==> src/rtl/hwpe_stream_package.sv <==
// Shared types for the HWPE stream helpers.
// Holds the state type of the burst scheduler that feeds the strided splitter.
package hwpe_stream_package;

    typedef enum logic [1:0] {
        IDLE,
        ARB,
        XFER,
        DONE
    } split_sched_state_t;

endpackage

==> src/rtl/hwpe_stream_rr_pick.sv <==
// Combinational round-robin picker: the first set request at or after a pointer,
// wrapping modulo N. Kept generic so the other stream arbiters can reuse it.
module hwpe_stream_rr_pick #(
    parameter int unsigned N     = 2,
    parameter int unsigned IDX_W = $clog2(N)
) (
    input  logic [N-1:0]     i_req,
    input  logic [IDX_W-1:0] i_ptr,
    output logic [IDX_W-1:0] o_idx,
    output logic             o_valid
);

    localparam logic [IDX_W:0] NW = (IDX_W+1)'(N);

    logic [2*N-1:0]   w_dbl;
    logic [N-1:0]     w_rot;
    logic [IDX_W-1:0] w_off;
    logic [IDX_W:0]   w_sum;

    // Rotate so that bit 0 is the pointer position; the doubled copy handles the wrap.
    assign w_dbl = {i_req, i_req} >> i_ptr;
    assign w_rot = w_dbl[N-1:0];

    always_comb begin
        w_off = '0;
        for (int k = N - 1; k >= 0; k--) begin
            if (w_rot[k]) begin
                w_off = IDX_W'(k);
            end
        end
    end

    assign w_sum   = {1'b0, i_ptr} + {1'b0, w_off};
    assign o_idx   = (w_sum >= NW) ? IDX_W'(w_sum - NW) : IDX_W'(w_sum);
    assign o_valid = |i_req;

endmodule

==> src/rtl/hwpe_stream_split_sched.sv <==
// Burst scheduler sharing one strided-split datapath between several producer streams:
// whole bursts are granted round-robin so interleaved lanes never mix producers.
module hwpe_stream_split_sched
    import hwpe_stream_package::*;
#(
    parameter int unsigned NB_IN_STREAMS = 2,
    parameter int unsigned DATA_WIDTH    = 256,
    parameter int unsigned CNT_WIDTH     = 16
) (
    input  logic                                         clk_i,
    input  logic                                         rst_ni,
    input  logic                                         clear_i,
    input  logic                                         start_i,
    input  logic [NB_IN_STREAMS-1:0][CNT_WIDTH-1:0]      len_i,
    input  logic [NB_IN_STREAMS-1:0][DATA_WIDTH-1:0]     push_data_i,
    input  logic [NB_IN_STREAMS-1:0][DATA_WIDTH/8-1:0]   push_strb_i,
    input  logic [NB_IN_STREAMS-1:0]                     push_valid_i,
    output logic [NB_IN_STREAMS-1:0]                     push_ready_o,
    output logic [DATA_WIDTH-1:0]                        pop_data_o,
    output logic [DATA_WIDTH/8-1:0]                      pop_strb_o,
    output logic                                         pop_valid_o,
    input  logic                                         pop_ready_i,
    output logic [NB_IN_STREAMS-1:0]                     grant_o,
    output logic                                         busy_o,
    output logic                                         done_o
);

    localparam int unsigned IDX_W = $clog2(NB_IN_STREAMS);
    localparam logic [IDX_W-1:0] LAST_IDX = IDX_W'(NB_IN_STREAMS - 1);
    localparam logic [NB_IN_STREAMS-1:0] ONE_HOT0 = {{(NB_IN_STREAMS-1){1'b0}}, 1'b1};

    split_sched_state_t                          r_state;
    logic [NB_IN_STREAMS-1:0][CNT_WIDTH-1:0]     r_len;
    logic [NB_IN_STREAMS-1:0]                    r_pend;
    logic [NB_IN_STREAMS-1:0]                    r_grant;
    logic [IDX_W-1:0]                            r_ptr;
    logic [IDX_W-1:0]                            r_sel;
    logic [CNT_WIDTH-1:0]                        r_cnt;
    logic                                        r_busy;
    logic                                        r_done;

    logic [IDX_W-1:0] w_pick_idx;
    logic             w_pick_valid;
    logic             w_xfer;
    logic             w_hs;
    logic             w_last;

    hwpe_stream_rr_pick #(
        .N     (NB_IN_STREAMS),
        .IDX_W (IDX_W)
    ) i_pick (
        .i_req   (r_pend),
        .i_ptr   (r_ptr),
        .o_idx   (w_pick_idx),
        .o_valid (w_pick_valid)
    );

    assign w_xfer = (r_state == XFER);
    assign w_hs   = w_xfer && push_valid_i[r_sel] && pop_ready_i;
    assign w_last = (r_cnt == r_len[r_sel] - CNT_WIDTH'(1));

    // Zero-latency pass-through of the burst owner; everyone else is held off.
    always_comb begin
        pop_data_o   = '0;
        pop_strb_o   = '0;
        pop_valid_o  = 1'b0;
        push_ready_o = '0;
        if (w_xfer) begin
            pop_data_o          = push_data_i[r_sel];
            pop_strb_o          = push_strb_i[r_sel];
            pop_valid_o         = push_valid_i[r_sel];
            push_ready_o[r_sel] = pop_ready_i;
        end
    end

    // Lengths are pure data: only captured on an accepted start, never cleared.
    always_ff @(posedge clk_i) begin
        if (r_state == IDLE && start_i) begin
            r_len <= len_i;
        end
    end

    always_ff @(posedge clk_i) begin
        if (!rst_ni || clear_i) begin
            r_state <= IDLE;
            r_pend  <= '0;
            r_cnt   <= '0;
            r_ptr   <= '0;
            r_sel   <= '0;
            r_grant <= '0;
            r_busy  <= 1'b0;
            r_done  <= 1'b0;
        end else begin
            case (r_state)
                IDLE: begin
                    if (start_i) begin
                        for (int i = 0; i < NB_IN_STREAMS; i++) begin
                            r_pend[i] <= (len_i[i] != '0);
                        end
                        r_cnt   <= '0;
                        r_busy  <= 1'b1;
                        r_state <= ARB;
                    end
                end
                ARB: begin
                    if (w_pick_valid) begin
                        r_sel   <= w_pick_idx;
                        r_cnt   <= '0;
                        r_grant <= ONE_HOT0 << w_pick_idx;
                        r_state <= XFER;
                    end else begin
                        r_done  <= 1'b1;
                        r_state <= DONE;
                    end
                end
                XFER: begin
                    if (w_hs) begin
                        r_cnt <= r_cnt + CNT_WIDTH'(1);
                        if (w_last) begin
                            r_pend[r_sel] <= 1'b0;
                            r_ptr         <= (r_sel == LAST_IDX) ? '0 : r_sel + IDX_W'(1);
                            r_grant       <= '0;
                            r_state       <= ARB;
                        end
                    end
                end
                default: begin
                    r_done  <= 1'b0;
                    r_busy  <= 1'b0;
                    r_state <= IDLE;
                end
            endcase
        end
    end

    assign grant_o = r_grant;
    assign busy_o  = r_busy;
    assign done_o  = r_done;

endmodule

==> config.mk <==
export PLATFORM = sky130hd
export DESIGN_NAME = hwpe_stream_split_sched
export DESIGN_NICKNAME = d
export VERILOG_FILES = /design/src/rtl/hwpe_stream_package.sv /design/src/rtl/hwpe_stream_rr_pick.sv /design/src/rtl/hwpe_stream_split_sched.sv
export SDC_FILE = /design/constraint.sdc
export NUM_CORES = 1
export LEC_CHECK = 0
export BUFFER_PORTS_ARGS = -buffer_cell sky130_fd_sc_hd__buf_2
export CELL_PAD_IN_SITES_DETAIL_PLACEMENT = 2
export CELL_PAD_IN_SITES_GLOBAL_PLACEMENT = 2
export CORE_AREA = 5 5 348 350
export CTS_CLUSTER_SIZE = 12
export DETAILED_ROUTE_END_ITERATION = 12
export DIE_AREA = 0 0 353 355
export HOLD_SLACK_MARGIN = 0.12
export PLACE_DENSITY_LB_ADDON = 0.1
export SYNTH_ARGS = -nofsm -noshare
export SYNTH_HDL_FRONTEND = slang
export SYNTH_SLANG_ARGS = --single-unit
==> constraint.sdc <==
create_clock -name clk_i -period 8.62 [get_ports clk_i]
set_clock_uncertainty 0.1 [all_clocks]
set_input_delay 2.586 -clock clk_i [delete_from_list [all_inputs] [get_ports clk_i]]
set_output_delay 2.586 -clock clk_i [all_outputs]
set_load 0.02 [all_outputs]
==> summary.md, run 1 <==
| Metric | Value |
|---|---|
| Core Rows | 126 |
| Syn_nets | 1585 |
| Peak supply drop | 0.00005553 V |
| Synth Cell Area | 8172 µm² |
| Area of the multi-input gates | 6374 µm² |
| Vias | 11060 |
| P per Cell Area | 67.35 nW/µm² |
| Vias in the first global route | 12110 |
| Slew Viols, Final | 0 |
| Port Buffers | 909 |
| Top FF cell, synth | edfxtp_1 |
| CTS root buffer | clkbuf_16 |
| Post-synthesis cell count | 964 |
| LEAKAGE | 6.329 nW |
| Sequential area share after synthesis | 18.13% |
| Proportion of layout cells with a drive suffix above 1 | 51.70% |
| Inserted Clock Buffers | 9 |
| Fill cell count | 13990 |
| Worst-path clk slew | 0.05 ns |
| Synth area leader | mux2i_1 |
| H-tree level count | 3 |
| F_max | 0.1583 GHz |
| Slowest CP cell | mux2i_1 |
| Hold bufs inserted after CTS | 0 |
| Slew @ Worst Pin | 1.078 ns |
| # IOs | 910 |
| Post-DP HPWL | 75010 µm |
| Drt total wl | 84290 µm |
| GRT overflow | 0 |
| Core Area | 117500 µm² |
| RSZ-0062 raised after global routing | false |
| # DRC | 0 |
| DR pass1 iterations | 4 |
| Nets | 2438 |
| Final WS setup | 2.303 ns |
| Fin. Hold Viols | 0 |
| Tot GR Track Use | 12.63% |
| Most used cell, CP | buf_2 |
| Antenna Nets Post-Route | 0 |
| CP arrival | 3.63 ns |
| Status | completed |
| Hold WC Path Type | register to register |
| Chip width | 353 µm |
| CP Capture Type | output pin |
| Setup TNS Final | 0 ns |
| Insertion delay to the later sink of the worst-skew pair | 0.34 ns |
| Kind of critical path | input port to output pin |
| Worst setup path start | push_strb_i[61] |
| Post-CTS setup buffer count | 0 |
| Die area | 125300 µm² |
| Synth top area share | 37.48% |
| Ys Warns | 0 |
| Layout area overhead | 80.97% |
| Die Ht | 355 µm |
| EDFF count, synth | 32 |
| Syn avg cell area | 8.477 µm² |
| Asr flop ratio synth | 0% |
| Crit-path cells | buf_2 -> mux2i_1 -> nor2b_1 -> buf_2 |
| Routed WL per cell | 24.98 µm |
| First-pass GRT wire length | 110300 µm |
| Crit start category | input port |
| Minimum clock period | 6.317 ns |
| MaxCap Viol Count | 0 |
| Hold Crit Start | busy_o |
| Final GP Congestion | 0.8085 |
| CTS resizes | 0 |
| # clock sinks | 58 |
| Initial Util | 6.957% |
| Storage cell area | 1485 µm² |
| Crit share post-route | 73.29% |
| Worst r2r src | r_sel |
| Slowest Stage Delay on Critical Path | 0.52 ns |
| Req. time, crit path | 5.93 ns |
| Largest cells by area after synthesis | mux2i_1, nor2b_1, edfxtp_1 |
| Worst Path Max Fanout | 1 |
| Antenna violations before repair | 82 |
| Max-slew headroom at the worst pin | 28.10% |
| Pin count of the biggest net entering global routing | 125 |
| CTS tree | yes |
| Synth Register Bits | 58 |
| Setup violations, final | 0 |
| Initial drt markers | 289 |
| Clock tree buffer depth | 2 |
| Via-to-Cell Ratio | 3.276 |
| Place WS | 2.267 ns |
| Synth cell types | 57 |
[registers in the layout (all words and copies together), names as in the netlist]
| name | count |
|---|---|
| r_len | 32 |
| r_sel | 1 |
| r_state | 2 |
| r_ptr | 1 |
| grant_o | 2 |
| done_o | 1 |
| r_pend | 2 |
| r_cnt | 16 |
| busy_o | 1 |
[final cells by class]
cell class / count / share of cell area [%]
antenna: 17 / 0.2877
clock buffer: 9 / 1.523
clock inverter: 7 / 0.3723
inverter: 10 / 0.2538
multi-input combinational: 821 / 43.10
sequential: 58 / 10.04
tap: 1536 / 13.00
timing repair buffer: 917 / 31.42
[final timing paths]
path,cells after the start,to,slack (ns)
worst max register to register,8,grant_o[1],3.99
worst max-delay path,4,pop_strb_o[29],2.30
worst min-delay path,2,busy_o,0.38
worst min register to register,2,busy_o,0.38
[cells in the final DEF, fill, tap and decap left out, types with 11 or more instances in the layout]
cell type / netlist / routed
nor2_1: 24 / 24
dfxtp_1: 26 / 25
mux2i_1: 306 / 306
nand2_1: 20 / 20
nor2b_1: 292 / 292
a21oi_1: 18 / 18
edfxtp_1: 32 / 32
xnor2_1: 28 / 28
o21ai_0: 15 / 15
or3_1: 11 / 11
diode_2: 0 / 17
buf_2: 3 / 909
nor3_1: 12 / 12
[cell usage after synthesis, types with 3 or more instances]
cell        n
mux2i_1   306
nor2b_1   292
edfxtp_1   32
nor4_1      9
o21ai_0    15
or3b_1      4
buf_2       3
or4_1       3
and4_1      3
ha_1        6
or3_1      11
nor2_1     24
nand2b_1    7
nand3_1     5
clkbuf_1   46
dfxtp_1    26
nand2_1    20
nand4_1     3
xor2_1      6
inv_1      10
a22oi_1     3
a21oi_1    18
nor3_1     12
buf_1      25
o31ai_1     3
xnor2_1    28
or4b_1      3
a31oi_1     3
[critical path, delay by kind of cell]
kind	cells	cell delay, ns
muxes	1	0.52
buffers and inverters	2	0.33
and+or+nand+nor	1	0.19
[where the power goes]
group	internal [W]	total (W)	switching, W
combinational	0.000168	0.000337	0.000169
clock	0.000196	0.000342	0.000146
sequential	0.000307	0.000317	0.00000994
[layer usage]
layer,GRT usage (%),vias to the layer above,wire [µm]
met2,26.14,519,47540
met4,1.076,32,1113
met3,4.008,138,5950
met1,12.60,5266,29470
li1,-,5101,-
met5,0,-,227
[cells by family after synthesis]
logic type | after synthesis | share of synthesized area, %
muxes | 309 | 37.90
xor gates and xnor gates | 34 | 3.644
DFF | 58 | 18.13
AOI/OAI and AO/OA | 63 | 5.053
buffers and inverters | 85 | 4.042
and+or+nand+nor | 409 | 30.32
adders and majority gates | 6 | 0.9187
[through the flow]
stage | hold slack (ns) | cells | util, % | area, µm² | power [W]
after floorplan | 0.3579 | 964 | - | 8172 | 0.0004463
after CTS | 0.3909 | 3358 | 12.55 | 14750 | 0.001026
after detailed placement | 0.3691 | 3342 | 12.32 | 14470 | 0.0006709
after global routing | 0.4464 | 3360 | 12.56 | 14750 | 0.001062
final | 0.3766 | 3375 | 12.59 | 14790 | 0.0009959
after global placement | 0.3682 | 3342 | 12.32 | 14470 | 0.0006635
Note: power is estimated with default switching activity, not from simulation.
==> run 2: changes to the inputs <==
Settings changed: CORE_AREA 5 5 348 350 to 5 5 349 351, DIE_AREA 0 0 353 355 to 0 0 354 356.
Clock period 8.62 ns to 5.7 ns, I/O delays scaled along.
==> run 2 against run 1 <==
  * Total power grew 60%
  * Routed wire length grew 0.20%
  * Sequential share of layout area shrank 0.089 points
  * Global-route usage shrank 0.13 points
  * Clock power grew 78%
  * Non-clock buffer count grew 4
  * Sequential power grew 51%
  * Critical path type is now register to output pin
  * Largest power group unchanged
==> summary.md, run 2 (synthesized netlist as in run 1, its figures left out) <==
| Metric | Value |
|---|---|
| Status | completed |
| Port Buffers | 909 |
| Max reg flops | 32 |
| Peak supply drop | 0.0001200 V |
| First-pass GRT wire length | 110200 µm |
| Slew @ Worst Pin | 0.9620 ns |
| Inserted Clock Buffers | 9 |
| Fill cell count | 14140 |
| GRT overflow | 0 |
| Worst Path Max Fanout | 44 |
| Die area | 126000 µm² |
| LEAKAGE | 6.375 nW |
| Hold bufs inserted after CTS | 0 |
| Die Ht | 356 µm |
| Nets | 2442 |
| Routed WL per cell | 24.86 µm |
| R2R setup slack | 1.77 ns |
| Top Registers | r_len x32, r_cnt x16 |
| CTS tree | yes |
| Worst r2r src | r_sel |
| Post-DP HPWL | 75120 µm |
| F_max | 0.2196 GHz |
| Core Area | 118700 µm² |
| Pin count of the biggest net entering global routing | 146 |
| Biggest register | r_len |
| Antenna violations before repair | 93 |
| Core Rows | 127 |
| Worst R2R End | grant_o[1] |
| Crit start category | register |
| Initial drt markers | 366 |
| CP arrival | 2.74 ns |
| Chip width | 354 µm |
| Proportion of layout cells with a drive suffix above 1 | 51.75% |
| MaxCap Viol Count | 0 |
| Fin. Hold Viols | 0 |
| Setup TNS Final | 0 ns |
| Slew Viols, Final | 0 |
| # clock sinks | 58 |
| Worst reg2reg path depth | 7 |
| Layout area overhead | 82.59% |
| CP Capture Type | output pin |
| Critical Path Sink | pop_strb_o[29] |
| RSZ-0062 raised after global routing | false |
| Worst-path clk slew | 0.06 ns |
| Hold WC Path Type | register to register |
| Drt total wl | 84460 µm |
| CTS resizes | 0 |
| Initial Util | 6.884% |
| Tot GR Track Use | 12.49% |
| Vias | 11120 |
| Via-to-Cell Ratio | 3.273 |
| CTS root buffer | clkbuf_16 |
| Clock tree buffer depth | 2 |
| Max-slew headroom at the worst pin | 35.86% |
| Worst setup path start | r_sel |
| H-tree level count | 3 |
| Kind of critical path | register to output pin |
| Crit share post-route | 79.89% |
| Vias in the first global route | 12210 |
| Post-Route Utilization | 12.57% |
| Most frequent cells in the layout | buf_2, mux2i_1, nor2b_1 |
| Post-CTS setup buffer count | 0 |
| Req. time, crit path | 3.89 ns |
| Minimum clock period | 4.554 ns |
| Antenna Nets Post-Route | 0 |
| # IOs | 910 |
| Final GP Congestion | 0.8211 |
| DR pass1 iterations | 5 |
| Setup violations, final | 0 |
| Most common cell after layout, fill and taps aside | buf_2 |
| # DRC | 0 |
| P per Cell Area | 106.6 nW/µm² |
| Insertion delay to the later sink of the worst-skew pair | 0.34 ns |
run 2: cell count changes in the layout (fill, tap and decap cells not counted):
cell / previous run / this run
buf_4: 5 / 7
and2_1: 0 / 1
clkinv_2: 1 / 0
clkinv_4: 3 / 2
buf_12: 3 / 5
and2_2: 1 / 0
bufinv_16: 0 / 2
diode_2: 17 / 24
run 2: through the flow:
| stage | instance area (µm²) | setup slack (ns) | total power, W | std cells | hold slack, ns |
|---|---|---|---|---|---|
| after global routing | 14870 | 0.9676 | 0.001689 | 3376 | 0.4001 |
| after floorplan | 8172 | 1.445 | 0.0006750 | 964 | 0.3579 |
| after detailed placement | 14530 | 1.113 | 0.001007 | 3358 | 0.3664 |
| after CTS | 14860 | 0.9611 | 0.001631 | 3374 | 0.3834 |
| final | 14920 | 1.146 | 0.001591 | 3398 | 0.3725 |
| after global placement | 14530 | 1.118 | 0.0009955 | 3358 | 0.3789 |
run 2: where the power goes:
part           total (W)  internal, W  switching [W]
sequential      0.000479     0.000464      0.0000155
combinational   0.000504     0.000254       0.000249
clock           0.000608     0.000386       0.000222
run 2: worst min path at each step:
stage                     startpoint     end  slack [ns]  cells past startpoint
after floorplan                r_ptr   r_ptr        0.36                      2
after global placement        busy_o  busy_o        0.38                      2
after detailed placement      busy_o  busy_o        0.37                      2
after CTS                     busy_o  busy_o        0.38                      2
after global routing          busy_o  busy_o        0.40                      2
final                         busy_o  busy_o        0.37                      2
run 2: final cells by class:
class	count	area [µm²]	area share [%]
repair buffers	921	4702	31.51
well taps	1548	1937	12.98
clock buffers	9	225.2	1.509
multi-input cells	821	6372	42.71
diodes	24	60.06	0.4025
flip-flops and latches	58	1485	9.954
clock inverters	7	101.3	0.6792
inverters	10	37.54	0.2516
run 2: critical path: stages, from the launching register on:
cell and delay (ns):
dfxtp_4 0.80, buf_4 0.58, mux2i_1 0.61, nor2b_1 0.17, buf_2 0.21
run 2: metal layers:
layer  GRT usage, %  part of all wire [%]
met4         0.9665                   1.4
met5              0                  0.19
met1          12.95                    36
met3          3.337                   6.5
met2          25.77                    56
==> run 3: changes to the inputs <==
Settings changed: ABC_AREA from default to 1.
Clock period 5.7 ns to 4.4 ns, I/O delays scaled along.
==> run 3 against run 2 <==
  * Final cell count decreased by 3.4%
  * Count of clock-buffer cells in the layout stayed put
  * Hold slack worse by 0.0052 ns
  * First-iteration DRC count grew 75%
  * Total power up 29%
  * Critical path type unchanged
  * Critical endpoint is now pop_data_o[198]
  * Largest cell class is now buffers
  * Largest power group unchanged
==> summary.md, run 3 <==
| Metric | Value |
|---|---|
| P per Cell Area | 156.2 nW/µm² |
| Syn avg cell area | 7.644 µm² |
| Die area | 126000 µm² |
| MaxCap Viol Count | 0 |
| Crit start category | register |
| Slew @ Worst Pin | 0.7150 ns |
| # IOs | 910 |
| Chip width | 354 µm |
| Port Buffers | 909 |
| Most common cell after layout, fill and taps aside | buf_2 |
| Syn_nets | 1442 |
| CP Capture Type | output pin |
| Ys Warns | 0 |
| Antenna violations before repair | 146 |
| Worst reg2reg path depth | 17 |
| Insertion delay to the later sink of the worst-skew pair | 0.34 ns |
| Sequential area share after synthesis | 23.60% |
| Most frequent cells in the layout | buf_2, a22o_1, nand2_1 |
| Initial drt markers | 640 |
| Synth top cells by count | a22o_1, nand2_1, inv_1, clkbuf_1, edfxtp_1 |
| GRT overflow | 0 |
| # clock sinks | 58 |
| Core Area | 118700 µm² |
| Drt total wl | 104600 µm |
| Post-Route Utilization | 11.06% |
| Pin count of the biggest net entering global routing | 105 |
| Inserted Clock Buffers | 9 |
| Vias | 11120 |
| Setup violations, final | 0 |
| Max-slew headroom at the worst pin | 51.89% |
| Clock tree buffer depth | 2 |
| Via-to-Cell Ratio | 3.388 |
| Synth Register Bits | 58 |
| Hold Path Cell Cnt | 2 |
| EDFF count, synth | 32 |
| Final GP Congestion | 0.9004 |
| Fin. Hold Viols | 0 |
| Die Ht | 356 µm |
| Proportion of layout cells with a drive suffix above 1 | 58.12% |
| Kind of critical path | register to output pin |
| Top Registers | r_len x32, r_cnt x16 |
| Initial Util | 5.287% |
| Post-synthesis cell count | 821 |
| Setup TNS Final | 0 ns |
| Vias in the first global route | 11920 |
| Asr flop ratio synth | 0% |
| Synth area leader | a22o_1 |
| Worst Path Max Fanout | 78 |
| Slew Viols, Final | 0 |
| Minimum clock period | 4.150 ns |
| Peak supply drop | 0.0001684 V |
| Top FF cell, synth | edfxtp_1 |
| Req. time, crit path | 2.98 ns |
| CP arrival | 2.73 ns |
| H-tree level count | 3 |
| Most frequent cell after synthesis | a22o_1 |
| Tot GR Track Use | 15.59% |
| Synth cell types | 41 |
| CTS root buffer | clkbuf_16 |
| Synth top area share | 40.19% |
| RSZ-0062 raised after global routing | false |
| Antenna Nets Post-Route | 0 |
| F_max | 0.2410 GHz |
| Nets | 2317 |
| First-pass GRT wire length | 129200 µm |
| Post-DP HPWL | 96220 µm |
| Core Rows | 127 |
| Worst-path clk slew | 0.05 ns |
| Routed WL per cell | 31.85 µm |
| Crit share post-route | 94.31% |
| Status | completed |
| LEAKAGE | 6.768 nW |
| Layout area overhead | 109.2% |
| # DRC | 0 |
| Biggest register | r_len |
| DR pass1 iterations | 5 |
| Largest cells by area after synthesis | a22o_1, edfxtp_1, nand2_1 |
| CTS tree | yes |
| Synth Cell Area | 6276 µm² |
| Max reg flops | 32 |
| Hold WC Path Type | register to register |
-- run 3: worst max-delay path: stages, from the launching register on --
cell,delay [ns]
dfxtp_1,0.34
inv_1,0.09
ha_1,0.45
nand2_1,0.25
inv_8,0.33
buf_12,0.31
a22o_1,0.27
buf_2,0.18
-- run 3: power breakdown --
part | switching [W] | total, W | internal [W]
Clock | 0.000280 | 0.000827 | 0.000547
Combinational | 0.000340 | 0.000610 | 0.000270
Sequential | 0.0000136 | 0.000614 | 0.000600
Total | 0.000634 | 0.00205 | 0.00142
-- run 3: final cells by class --
class,instances,area [µm²]
antenna,35,87.58
sequential,58,1481
multi-input combinational,616,4188
timing repair buffer,934,4803
clock inverter,6,106.4
clock buffer,9,225.2
tap,1548,1937
inverter,77,299.0
fill,14230,105600
-- run 3: per-stage QoR --
step           area [µm²]  setup WS, ns  total power [W]  std cells  hold slack [ns]
6_report            13130        0.2502         0.002051       3283           0.3673
5_1_grt             13040       0.03887         0.002166       3249           0.3905
4_1_cts             13040       0.09041         0.002108       3248           0.3782
3_5_place_dp        12700        0.4807         0.001259       3233           0.3643
3_3_place_gp        12700        0.5676         0.001256       3233           0.3586
2_1_floorplan        6276         1.173        0.0007945        821           0.3333
-- run 3: timing repair --
| action | 4_1_cts | 5_1_grt |
|---|---|---|
| endpoints found under the setup margin | 0 | 45 |
| buffers inserted | 0 | 0 |
| resized for setup | 0 | 1 |
| hold buffers | 0 | 0 |
-- run 3: worst paths after layout --
kind / to / from / slack, ns
worst min register to register: grant_o[1] / grant_o[1] / 0.37
worst max-delay path: pop_data_o[198] / r_state[0] / 0.25
worst min-delay path: grant_o[1] / grant_o[1] / 0.37
worst max register to register: grant_o[0] / r_state[0] / 0.87
-- run 3: logic make-up after synthesis --
logic type	synth area share, %
simple gates	19.38
flops	23.60
fa+ha+maj	1.196
xor+xnor	0.9769
compound gates	45.18
buf+inv	9.669
-- run 3: metal layers --
| layer | share of wire (%) | track usage (%) | wire length, µm | vias to the layer above |
|---|---|---|---|---|
| met5 | 0.28 | 0 | 298 | - |
| met4 | 1.5 | 1.144 | 1620 | 44 |
| met3 | 8.3 | 6.603 | 8725 | 218 |
| met2 | 55 | 31.55 | 57140 | 720 |
| met1 | 35 | 15.18 | 36790 | 5247 |
| li1 | - | - | - | 4895 |
